`src/rtl/timer_control.sv`:
```
// Cook-timer control: holds the MM:SS BCD program and sequences the countdown block.
// Optional alarm auto-clear is built when ALARM_TIMEOUT_EN is defined.
module timer_control #(
  parameter int unsigned TICK_CYCLES   = 100_000_000,
  parameter int unsigned ALARM_SECONDS = 10
) (
  input  logic       clk,
  input  logic       reset,
  input  logic       btn_start,
  input  logic       btn_clear,
  input  logic       btn_inc_sec,
  input  logic       btn_inc_min,
  input  logic       done,
  output logic [3:0] seconds_prog,
  output logic [3:0] tens_seconds_prog,
  output logic [3:0] minutes_prog,
  output logic [3:0] tens_minutes_prog,
  output logic       load,
  output logic       count_enable,
  output logic       main_enable,
  output logic       alarm,
  output logic [1:0] state
);

  typedef enum logic [1:0] {
    IDLE  = 2'd0,
    RUN   = 2'd1,
    PAUSE = 2'd2,
    ALARM = 2'd3
  } state_t;

  localparam int unsigned TW = (TICK_CYCLES > 2) ? $clog2(TICK_CYCLES) : 1;
  localparam logic [TW-1:0] TICK_LAST = TW'(TICK_CYCLES - 1);

  state_t        state_q;
  state_t        state_d;
  logic [TW-1:0] tick_cnt;
  logic          tick_last;
  logic          prog_zero;
  logic          timeout_hit;

  // Only the highest-priority button of a cycle is allowed to act.
  logic do_clear;
  logic do_start;
  logic do_inc_min;
  logic do_inc_sec;

  assign do_clear   = btn_clear;
  assign do_start   = btn_start & ~btn_clear;
  assign do_inc_min = btn_inc_min & ~btn_clear & ~btn_start;
  assign do_inc_sec = btn_inc_sec & ~btn_clear & ~btn_start & ~btn_inc_min;

  assign tick_last = (tick_cnt == TICK_LAST);
  assign prog_zero = (seconds_prog == 4'd0) && (tens_seconds_prog == 4'd0) &&
                     (minutes_prog == 4'd0) && (tens_minutes_prog == 4'd0);

`ifdef ALARM_TIMEOUT_EN
  localparam int unsigned AW = (ALARM_SECONDS > 1) ? $clog2(ALARM_SECONDS + 1) : 1;
  localparam logic [AW-1:0] ALARM_LAST = AW'(ALARM_SECONDS - 1);

  logic [AW-1:0] alarm_cnt;

  assign timeout_hit = (state_q == ALARM) && tick_last && (alarm_cnt == ALARM_LAST);

  always_ff @(posedge clk) begin
    if (reset) begin
      alarm_cnt <= '0;
    end else if (state_q != ALARM) begin
      alarm_cnt <= '0;
    end else if (tick_last) begin
      alarm_cnt <= alarm_cnt + AW'(1);
    end
  end
`else
  logic unused_alarm_seconds;
  assign unused_alarm_seconds = (ALARM_SECONDS != 0);
  assign timeout_hit          = 1'b0;
`endif

  always_comb begin
    state_d = state_q;
    case (state_q)
      IDLE: begin
        if (do_start && !prog_zero) state_d = RUN;
      end
      RUN: begin
        if (do_clear)      state_d = IDLE;
        else if (do_start) state_d = PAUSE;
        else if (done)     state_d = ALARM;
      end
      PAUSE: begin
        if (do_clear)      state_d = IDLE;
        else if (do_start) state_d = RUN;
      end
      ALARM: begin
        if (do_clear || do_start || timeout_hit) state_d = IDLE;
      end
      default: state_d = IDLE;
    endcase
  end

  assign state        = state_q;
  assign load         = (state_q == IDLE);
  assign main_enable  = (state_q == RUN);
  assign alarm        = (state_q == ALARM);
  // Suppressing the tick on done keeps the counter from wrapping past 00:00.
  assign count_enable = (state_q == RUN) && tick_last && !done;

  always_ff @(posedge clk) begin
    if (reset) begin
      state_q <= IDLE;
    end else begin
      state_q <= state_d;
    end
  end

  // Tick divider: restarts from zero out of IDLE, frozen in PAUSE so a partial second survives.
  always_ff @(posedge clk) begin
    if (reset) begin
      tick_cnt <= '0;
    end else begin
      case (state_q)
        IDLE: tick_cnt <= '0;
        RUN: begin
`ifdef ALARM_TIMEOUT_EN
          if (state_d == ALARM) tick_cnt <= '0;
          else
`endif
          tick_cnt <= tick_last ? '0 : tick_cnt + TW'(1);
        end
`ifdef ALARM_TIMEOUT_EN
        ALARM: tick_cnt <= tick_last ? '0 : tick_cnt + TW'(1);
`endif
        default: tick_cnt <= tick_cnt;
      endcase
    end
  end

  // Program digits are only editable in IDLE; the two fields never carry into each other.
  always_ff @(posedge clk) begin
    if (reset) begin
      seconds_prog      <= 4'd0;
      tens_seconds_prog <= 4'd0;
      minutes_prog      <= 4'd0;
      tens_minutes_prog <= 4'd0;
    end else if (state_q == IDLE) begin
      if (do_clear) begin
        seconds_prog      <= 4'd0;
        tens_seconds_prog <= 4'd0;
        minutes_prog      <= 4'd0;
        tens_minutes_prog <= 4'd0;
      end else if (do_inc_min) begin
        if (minutes_prog == 4'd9) begin
          minutes_prog      <= 4'd0;
          tens_minutes_prog <= (tens_minutes_prog == 4'd9) ? 4'd0 : tens_minutes_prog + 4'd1;
        end else begin
          minutes_prog <= minutes_prog + 4'd1;
        end
      end else if (do_inc_sec) begin
        if (seconds_prog == 4'd9) begin
          seconds_prog      <= 4'd0;
          tens_seconds_prog <= (tens_seconds_prog == 4'd5) ? 4'd0 : tens_seconds_prog + 4'd1;
        end else begin
          seconds_prog <= seconds_prog + 4'd1;
        end
      end
    end
  end

endmodule
```
`config.mk`:
```
export PLATFORM = sky130hd
export DESIGN_NAME = timer_control
export DESIGN_NICKNAME = d
export VERILOG_FILES = /design/src/rtl/timer_control.sv
export SDC_FILE = /design/constraint.sdc
export NUM_CORES = 1
export LEC_CHECK = 0
export ABC_CLOCK_PERIOD_IN_PS = 2300
export BUFFER_PORTS_ARGS = -buffer_cell sky130_fd_sc_hd__buf_2
export CORE_ASPECT_RATIO = 0.6
export CORE_MARGIN = 2
export CORE_UTILIZATION = 30
export CTS_BUF_LIST = sky130_fd_sc_hd__clkbuf_16
export CTS_CLUSTER_DIAMETER = 120
export CTS_CLUSTER_SIZE = 40
export DETAILED_ROUTE_END_ITERATION = 12
export GPL_ROUTABILITY_DRIVEN = 0
export PLACE_DENSITY = 0.47
export SKIP_CTS_REPAIR_TIMING = 1
export SLEW_MARGIN = 15
export SYNTH_ARGS = -nofsm -noshare
export SYNTH_HDL_FRONTEND = slang
export SYNTH_SLANG_ARGS = --single-unit
```
`constraint.sdc`:
```
create_clock -name clk -period 2.3 [get_ports clk]
set_input_delay 0.23 -clock clk [delete_from_list [all_inputs] [get_ports clk]]
set_output_delay 0.23 -clock clk [all_outputs]
set_load 0.02 [all_outputs]
```
==> run metrics, run 1 <==
NumNets Final=approximately 370; die footprint=approximately 9000 um2; filler instances=824; sequential share of the synthesized area=a little over a third; Worst-Margin Slew=a little over 600 ps; met3 wire length=just under 500 um; pre-CTS setup slack=280 ps; Flop pwr share=49.1%; DR vias=around 2400; fin. max-slew vios=0; Final Util=37.5%; die height=approximately 75 um; number of antenna diodes=0; proportion of layout cells with a drive suffix above 1=approximately 17%; Max Freq=~0.47 GHz; PwrDens=approximately 540 nW/um2; max layer used=met4; peak supply drop=0.234 mV; setup violators final=0; Detailed Place HPWL=about 5400 um; Final Instance Area=3010 um2; clock skew=around 6.4 ps; # rows=25; Residual DRC=0; vias per cell=~5.2; DIE WIDTH=123 um; vias in the first global route=around 2100; met2 routed WL=2400 um; 1st-iter DRT viols=239; final worst-path cycle share=between 90% and 100%; synth warn=0; placed inst area=around 2900 um2; GRT Util Overall=roughly 17%; CTS max path bufs=2; M1 WL=4120 um; Seq cells post-synth=between 40 and 50; mapped cell area=2540 um2; CTS tree=yes; root buf cell=clkbuf_16; RSZ-0062 raised after global routing=no; setup TNS=0 ps; drt total wl=slightly above 7000 um; sw power=about 0.40 mW; Post-Syn Nets=about 330; Cell variety after synth=45; final worst-path setup slack=roughly 180 ps; leading cell types in the layout, fill and taps excluded=dfxtp_1 (45), nand2_1 (28), buf_2 (28); total power=1.63 mW; global-route wire length before repair=around 12000 um; Port-buffer cells=28; power share of the clock group=between 40% and 50%; Synth-to-Final Area Change=18.7%; initial antenna violation count=0; arrival time worst endpoint=between 1500 and 2000 ps; Crit. End Element=primary output; initial core utilization=31.6%; Leakage=1.11 nW; H-tree depth=2; DR WL/cell=~15 um; 1st-pass router iterations=5; crit path launch type=flip-flop; CTS clk-pin slew, worst paths=about 60 ps; leading cell type in the layout, fill and taps excluded=dfxtp_1; MaxCap Viol Count=0; internal power=1.23 mW; WS Path Type=reg -> out; largest net degree at the start of global routing=23; Ports=29; Mapped Avg Cell Area=between 8 and 9 um2; hold crit path type=in -> reg; status=completed; ANT nets after route=0; core area=between 8000 and 9000 um2; worst path required time=between 2000 and 2500 ps; Gate Count Post-Synth=around 310; worst-path maximum fanout=4; final hold violation count=0; Net Sw Frac=between 20% and 30%; Final min period=2120 ps; Num CTS Buffers=5; CTS Sinks=45; grt total ovfl=0; Combinational Power Share=about 8.7%; Slew Limit Headroom=58.9%; clock latency on the worst-skew pair=between 200 and 300 ps
synth_stat cells:
master     count  area [um2]
a21boi_2       1        11.3
o21ba_2        1        10.0
nor4_4         1        21.3
and4_1         1        8.76
nand2b_1       4        25.0
inv_1         14        52.6
and3_1         9        56.3
or3_1          1        6.26
o21a_1         2        15.0
a22o_1         1        8.76
nor4_1         5        31.3
o21ai_0       22         110
xnor2_1        4        35.0
o22ai_1        2        12.5
a21oi_1       19        95.1
ha_1          13         163
nand3_1       22         110
nand4_1       18         113
buf_6          2        22.5
a22oi_1        1        7.51
dfxtp_1       45         901
a31oi_1       16         100
o21bai_1       1        7.51
nor2b_1        7        43.8
o22a_1         1        8.76
clkbuf_1       8        30.0
nand2_1       28         105
nor3b_1        1        7.51
or4_1          2        15.0
or4b_1         1        10.0
o2bb2ai_1      1        8.76
nor4_2         2        25.0
nor3_1         9        45.0
nand4b_1       2        17.5
and2_1         4        25.0
buf_2          3        15.0
o31ai_1        4        30.0
mux2_2         2        22.5
mux2i_1        2        20.0
or2b_1         3        22.5
o21ai_1        1        5.00
nor2_1        17        63.8
a41oi_1        4        35.0
xor2_1         5        43.8
nand3b_1       2        15.0
power groups by stage:
stage	logic, mW	clock network, mW	registers [mW]
2_1_floorplan	0.0824	0	0.826
3_3_place_gp	0.140	0	0.817
3_5_place_dp	0.141	0	0.817
4_1_cts	0.142	0.716	0.799
5_1_grt	0.159	0.754	0.801
6_report	0.142	0.689	0.799
metrics by stage:
step,hold slack (ps),instances
finish,226,462
global placement,491,454
CTS,227,462
global route,252,462
floorplan,431,314
detailed placement,498,454
worst max-delay path: stages, from the launching register on:
cell     delay, ps
dfxtp_1        330
ha_1           210
nand4_1        240
nor2_2         270
nand4_1        190
nor3_1         170
buf_2          190
final timing paths:
| path | startpoint | end | slack (ps) | depth (start not counted) |
|---|---|---|---|---|
| max | tick_cnt[0] | count_enable | 180 | 6 |
| min | btn_clear | state[0] | 230 | 2 |
| max reg2reg | tick_cnt[9] | tick_cnt[23] | 270 | 6 |
| min reg2reg | tick_cnt[23] | tick_cnt[23] | 510 | 1 |
cells by family (layout without fill, tap and decap cells):
kind of cell / after synthesis / after routing / synth area share (%)
compound gates: 77 / 77 / 18.3
simple gates: 139 / 139 / 30.2
buf+inv: 27 / 67 / 4.73
fa+ha+maj: 13 / 13 / 6.41
flops: 45 / 45 / 35.5
mux: 4 / 4 / 1.68
xor+xnor: 9 / 9 / 3.11
layer usage:
layer / vias up / GRT usage [%]
met1: 1112 / 29.3
met2: 73 / 19.1
met4: 0 / 4.98
li1: 1230 / -
met3: 5 / 3.86
met5: - / 0
area by class of cell:
| class | instances | area, um2 | area share [%] |
|---|---|---|---|
| clock buffers | 5 | 125 | 4.15 |
| clock inverters | 3 | 12.5 | 0.415 |
| inverters | 14 | 52.6 | 1.74 |
| multi-input cells | 242 | 1520 | 50.4 |
| flip-flops and latches | 45 | 901 | 29.9 |
| well taps | 108 | 135 | 4.49 |
| repair buffers | 45 | 268 | 8.89 |
registers in the layout (all words and copies together) (netlist names):
name and flops:
tens_seconds_prog 4, minutes_prog 4, seconds_prog 4, tens_minutes_prog 4, state 2, tick_cnt 27
Note: power is estimated with default switching activity, not from simulation.
==> run 2, diff against run 1 <==
--- a/config.mk
+++ b/config.mk
@@ -5,17 +5,17 @@
 export SDC_FILE = /design/constraint.sdc
 export NUM_CORES = 1
 export LEC_CHECK = 0
+export ABC_AREA = 1
 export ABC_CLOCK_PERIOD_IN_PS = 2300
 export BUFFER_PORTS_ARGS = -buffer_cell sky130_fd_sc_hd__buf_2
 export CORE_ASPECT_RATIO = 0.6
 export CORE_MARGIN = 2
 export CORE_UTILIZATION = 30
-export CTS_BUF_LIST = sky130_fd_sc_hd__clkbuf_16
 export CTS_CLUSTER_DIAMETER = 120
 export CTS_CLUSTER_SIZE = 40
 export DETAILED_ROUTE_END_ITERATION = 12
 export GPL_ROUTABILITY_DRIVEN = 0
-export PLACE_DENSITY = 0.47
+export PLACE_DENSITY = 0.46
 export SKIP_CTS_REPAIR_TIMING = 1
 export SLEW_MARGIN = 15
 export SYNTH_ARGS = -nofsm -noshare
==> run metrics, run 2 <==
status=completed (unchanged); WS Path Type=reg -> out (unchanged); H-tree depth=2 (unchanged); setup violators final=0 (unchanged); worst path required time=2070 ps (about the same); drt total wl=8230 um (was 7080 um); CTS clk-pin slew, worst paths=70 ps (was 60 ps); largest family of logic cells by synthesized area=simple AND/OR/NAND/NOR gates (unchanged); 1st-iter DRT viols=213 (was 239); die height=80.1 um (was 75.2 um); initial core utilization=31.2% (was 31.6%); Gate Count Post-Synth=446 (was 314); most frequent cells after synthesis=nand2_1 (122), nor2_1 (49), dfxtp_1 (45) (was dfxtp_1 (45), nand2_1 (28), nand3_1 (22), o21ai_0 (22), a21oi_1 (19)); grt total ovfl=0 (unchanged); Yosys top cell area share=31.1% (was 35.5%); Main synth FF type=dfxtp_1 (unchanged); pre-CTS setup slack=664 ps (was 280 ps); leading cell types in the layout, fill and taps excluded=nand2_1 (122), nor2_1 (49), dfxtp_1 (45) (was dfxtp_1 (45), nand2_1 (28), buf_2 (28)); fin. max-slew vios=0 (unchanged); Synth Area in Adders=5.61% (was 6.41%); GRT Util Overall=16.8% (was 17.0%); initial antenna violation count=0 (unchanged); synth top area cells=dfxtp_1 (31%), nand2_1 (16%), a21oi_1 (6.6%), nor2_1 (6.3%), inv_1 (5.7%) (was dfxtp_1 (36%), ha_1 (6.4%), nand4_1 (4.4%), nand3_1 (4.3%), o21ai_0 (4.3%)); PwrDens=613 nW/um2 (was 541 nW/um2); met1 GRT Util=28.1% (was 29.3%); Crit path max-delay family=simple AND/OR/NAND/NOR gates (unchanged); Synth area leader=dfxtp_1 (unchanged); sequential share of the synthesized area=31.1% (was 35.5%); simple logic cell fraction of the synthesized area=41.5% (was 30.2%); root buf cell=clkbuf_16 (unchanged); Port-buffer cells=28 (unchanged); global-route wire length before repair=13400 um (was 11700 um); die footprint=10500 um2 (was 9230 um2); Reg2Reg Setup Slack=640 ps (was 270 ps); CTS max path bufs=2 (unchanged); CP Buf/Inv Count=1 (unchanged); setup TNS=0 ps (unchanged); DR WL/cell=13.6 um (was 15.3 um); Post-Syn Nets=466 (was 334); MaxCap Viol Count=0 (unchanged); number of enable-type register cells in the synthesized netlist=0 (unchanged); CP Depth=6 (unchanged); tightest hold margin=355 ps (was 226 ps); leading cell type in the layout, fill and taps excluded=nand2_1 (was dfxtp_1); worst-path maximum fanout=4 (unchanged); Num CTS Buffers=5 (unchanged); Final min period=1930 ps (was 2120 ps); cell depth of the worst flop-to-flop path=9 (was 6); worst-path cell chain=ha_1 > nand3_1 > nor2_2 > nand2_2 > nor3_1 > buf_2 (was ha_1 > nand4_1 > nor2_2 > nand4_1 > nor3_1 > buf_2); CTS Sinks=45 (unchanged); Max Freq=0.517 GHz (was 0.473 GHz); Worst-Margin Slew=617 ps (about the same); core area=9290 um2 (was 8040 um2); peak supply drop=0.274 mV (was 0.234 mV); max incr delay on CP=370 ps (was 330 ps); clock latency on the worst-skew pair=290 ps (about the same); max reg flops=27 (unchanged); arrival time worst endpoint=1700 ps (was 1890 ps); most flop-heavy register=tick_cnt (unchanged); NumNets Final=494 (was 373); mapped cell area=2900 um2 (was 2540 um2); Mapped Avg Cell Area=6.50 um2 (was 8.08 um2); r2r endpoint=tick_cnt[24] (was tick_cnt[23]); 1st-pass router iterations=5 (unchanged); XOR/XNOR Fraction of Synth Area=1.81% (was 3.11%); Ports=29 (unchanged); vias in the first global route=2517 (was 2087); DR vias=2772 (was 2420); Seq cells post-synth=45 (unchanged); final worst-path cycle share=84.0% (was 92.0%); Post-synth ARST share=0% (unchanged); Leakage=1.30 nW (was 1.11 nW); RSZ-0062 raised after global routing=no (unchanged); synth warn=0 (unchanged); proportion of layout cells with a drive suffix above 1=17.3% (was 16.7%); GRT busiest layer=met1 (unchanged); final worst-path setup slack=367 ps (was 184 ps); largest net degree at the start of global routing=28 (was 23); ANT nets after route=0 (unchanged); M2 GR Usage=20.6% (was 19.1%); clock skew=4.55 ps (was 6.42 ps); number of antenna diodes=0 (unchanged); Crit. End Element=primary output (unchanged); # rows=27 (was 25); vias per cell=4.58 (was 5.24); Slowest-stage cell, CP=dfxtp_1 (unchanged); mux share of post-synthesis cell area=0% (was 1.68%); DIE WIDTH=131 um (was 123 um); Synth-to-Final Area Change=14.2% (was 18.7%); met3 usage=3.60% (was 3.86%); CTS tree=yes (unchanged); Final Util=35.6% (was 37.5%); post-synthesis compound-gate area fraction=11.2% (was 18.3%); Setup crit end=count_enable (unchanged); final hold violation count=0 (unchanged); total power=2.03 mW (was 1.63 mW); hold crit path type=in -> reg (unchanged); Residual DRC=0 (unchanged); crit path launch type=flip-flop (unchanged); Detailed Place HPWL=6150 um (was 5370 um); Slew Limit Headroom=58.8% (was 58.9%); reg-to-reg startpoint=tick_cnt[0] (was tick_cnt[9]); Cell variety after synth=37 (was 45); cell with the most instances after synthesis=nand2_1 (was dfxtp_1); CP startpoint=tick_cnt[0] (unchanged)
[run 2: changes by cell type after synthesis, sizes merged, moves of 5 or more]
cell | before | now
a21oi | 19 | 39
a31oi | 16 | 1
and3 | 9 | 0
inv | 14 | 52
nand2 | 28 | 132
nand3 | 22 | 35
nand4 | 18 | 9
nor2 | 17 | 66
nor2b | 7 | 0
nor4 | 8 | 0
o21ai | 23 | 10
or2 | 0 | 5
[run 2: per-layer routing]
layer | up-vias | wire length [um]
li1 | 1480 | -
met1 | 1224 | 4890
met2 | 61 | 2840
met3 | 7 | 436
met4 | 0 | 63
met5 | - | 0
[run 2: how the worst min path moves through the flow]
stage | from | end | depth (start not counted)
final | btn_clear | state[1] | 4
after global routing | btn_clear | state[1] | 4
after CTS | btn_clear | state[1] | 4
after detailed placement | tick_cnt[26] | tick_cnt[26] | 2
after global placement | tick_cnt[26] | tick_cnt[26] | 2
after floorplan | btn_clear | state[1] | 3
[run 2: cells by family (layout without fill, tap and decap cells)]
family	after synthesis	after routing
AOI/OAI and AO/OA	59	59
xor gates and xnor gates	6	6
adders and majority gates	13	13
buffers and inverters	64	93
DFF	45	45
and+or+nand+nor	259	259
[run 2: worst register-to-register path: cells and delay by family (launching register included)]
family | cells | cell delay [ps]
AOI/OAI and AO/OA | 1 | 120
buffers and inverters | 1 | 100
adders and majority gates | 1 | 210
DFF | 1 | 370
and+or+nand+nor | 6 | 790
[run 2: area by class of cell]
type	instances	area [um2]
Clock buffer	6	129
Clock inverter	2	10.0
Fill cell	1011	5980
Inverter	54	203
Multi-Input combinational cell	337	1740
Sequential cell	45	901
Tap cell	130	163
Timing Repair Buffer	31	163
[run 2: where the power goes]
group          leakage (nW)  switching (mW)  internal (mW)
clock                0.0706           0.321          0.400
combinational         0.867           0.322          0.142
sequential            0.364          0.0383          0.808
[run 2: through the flow]
stage	cell area [um2]	instances
after floorplan	2900	446
after global placement	3170	597
after detailed placement	3170	597
after CTS	3310	605
after global routing	3310	605
final	3310	605
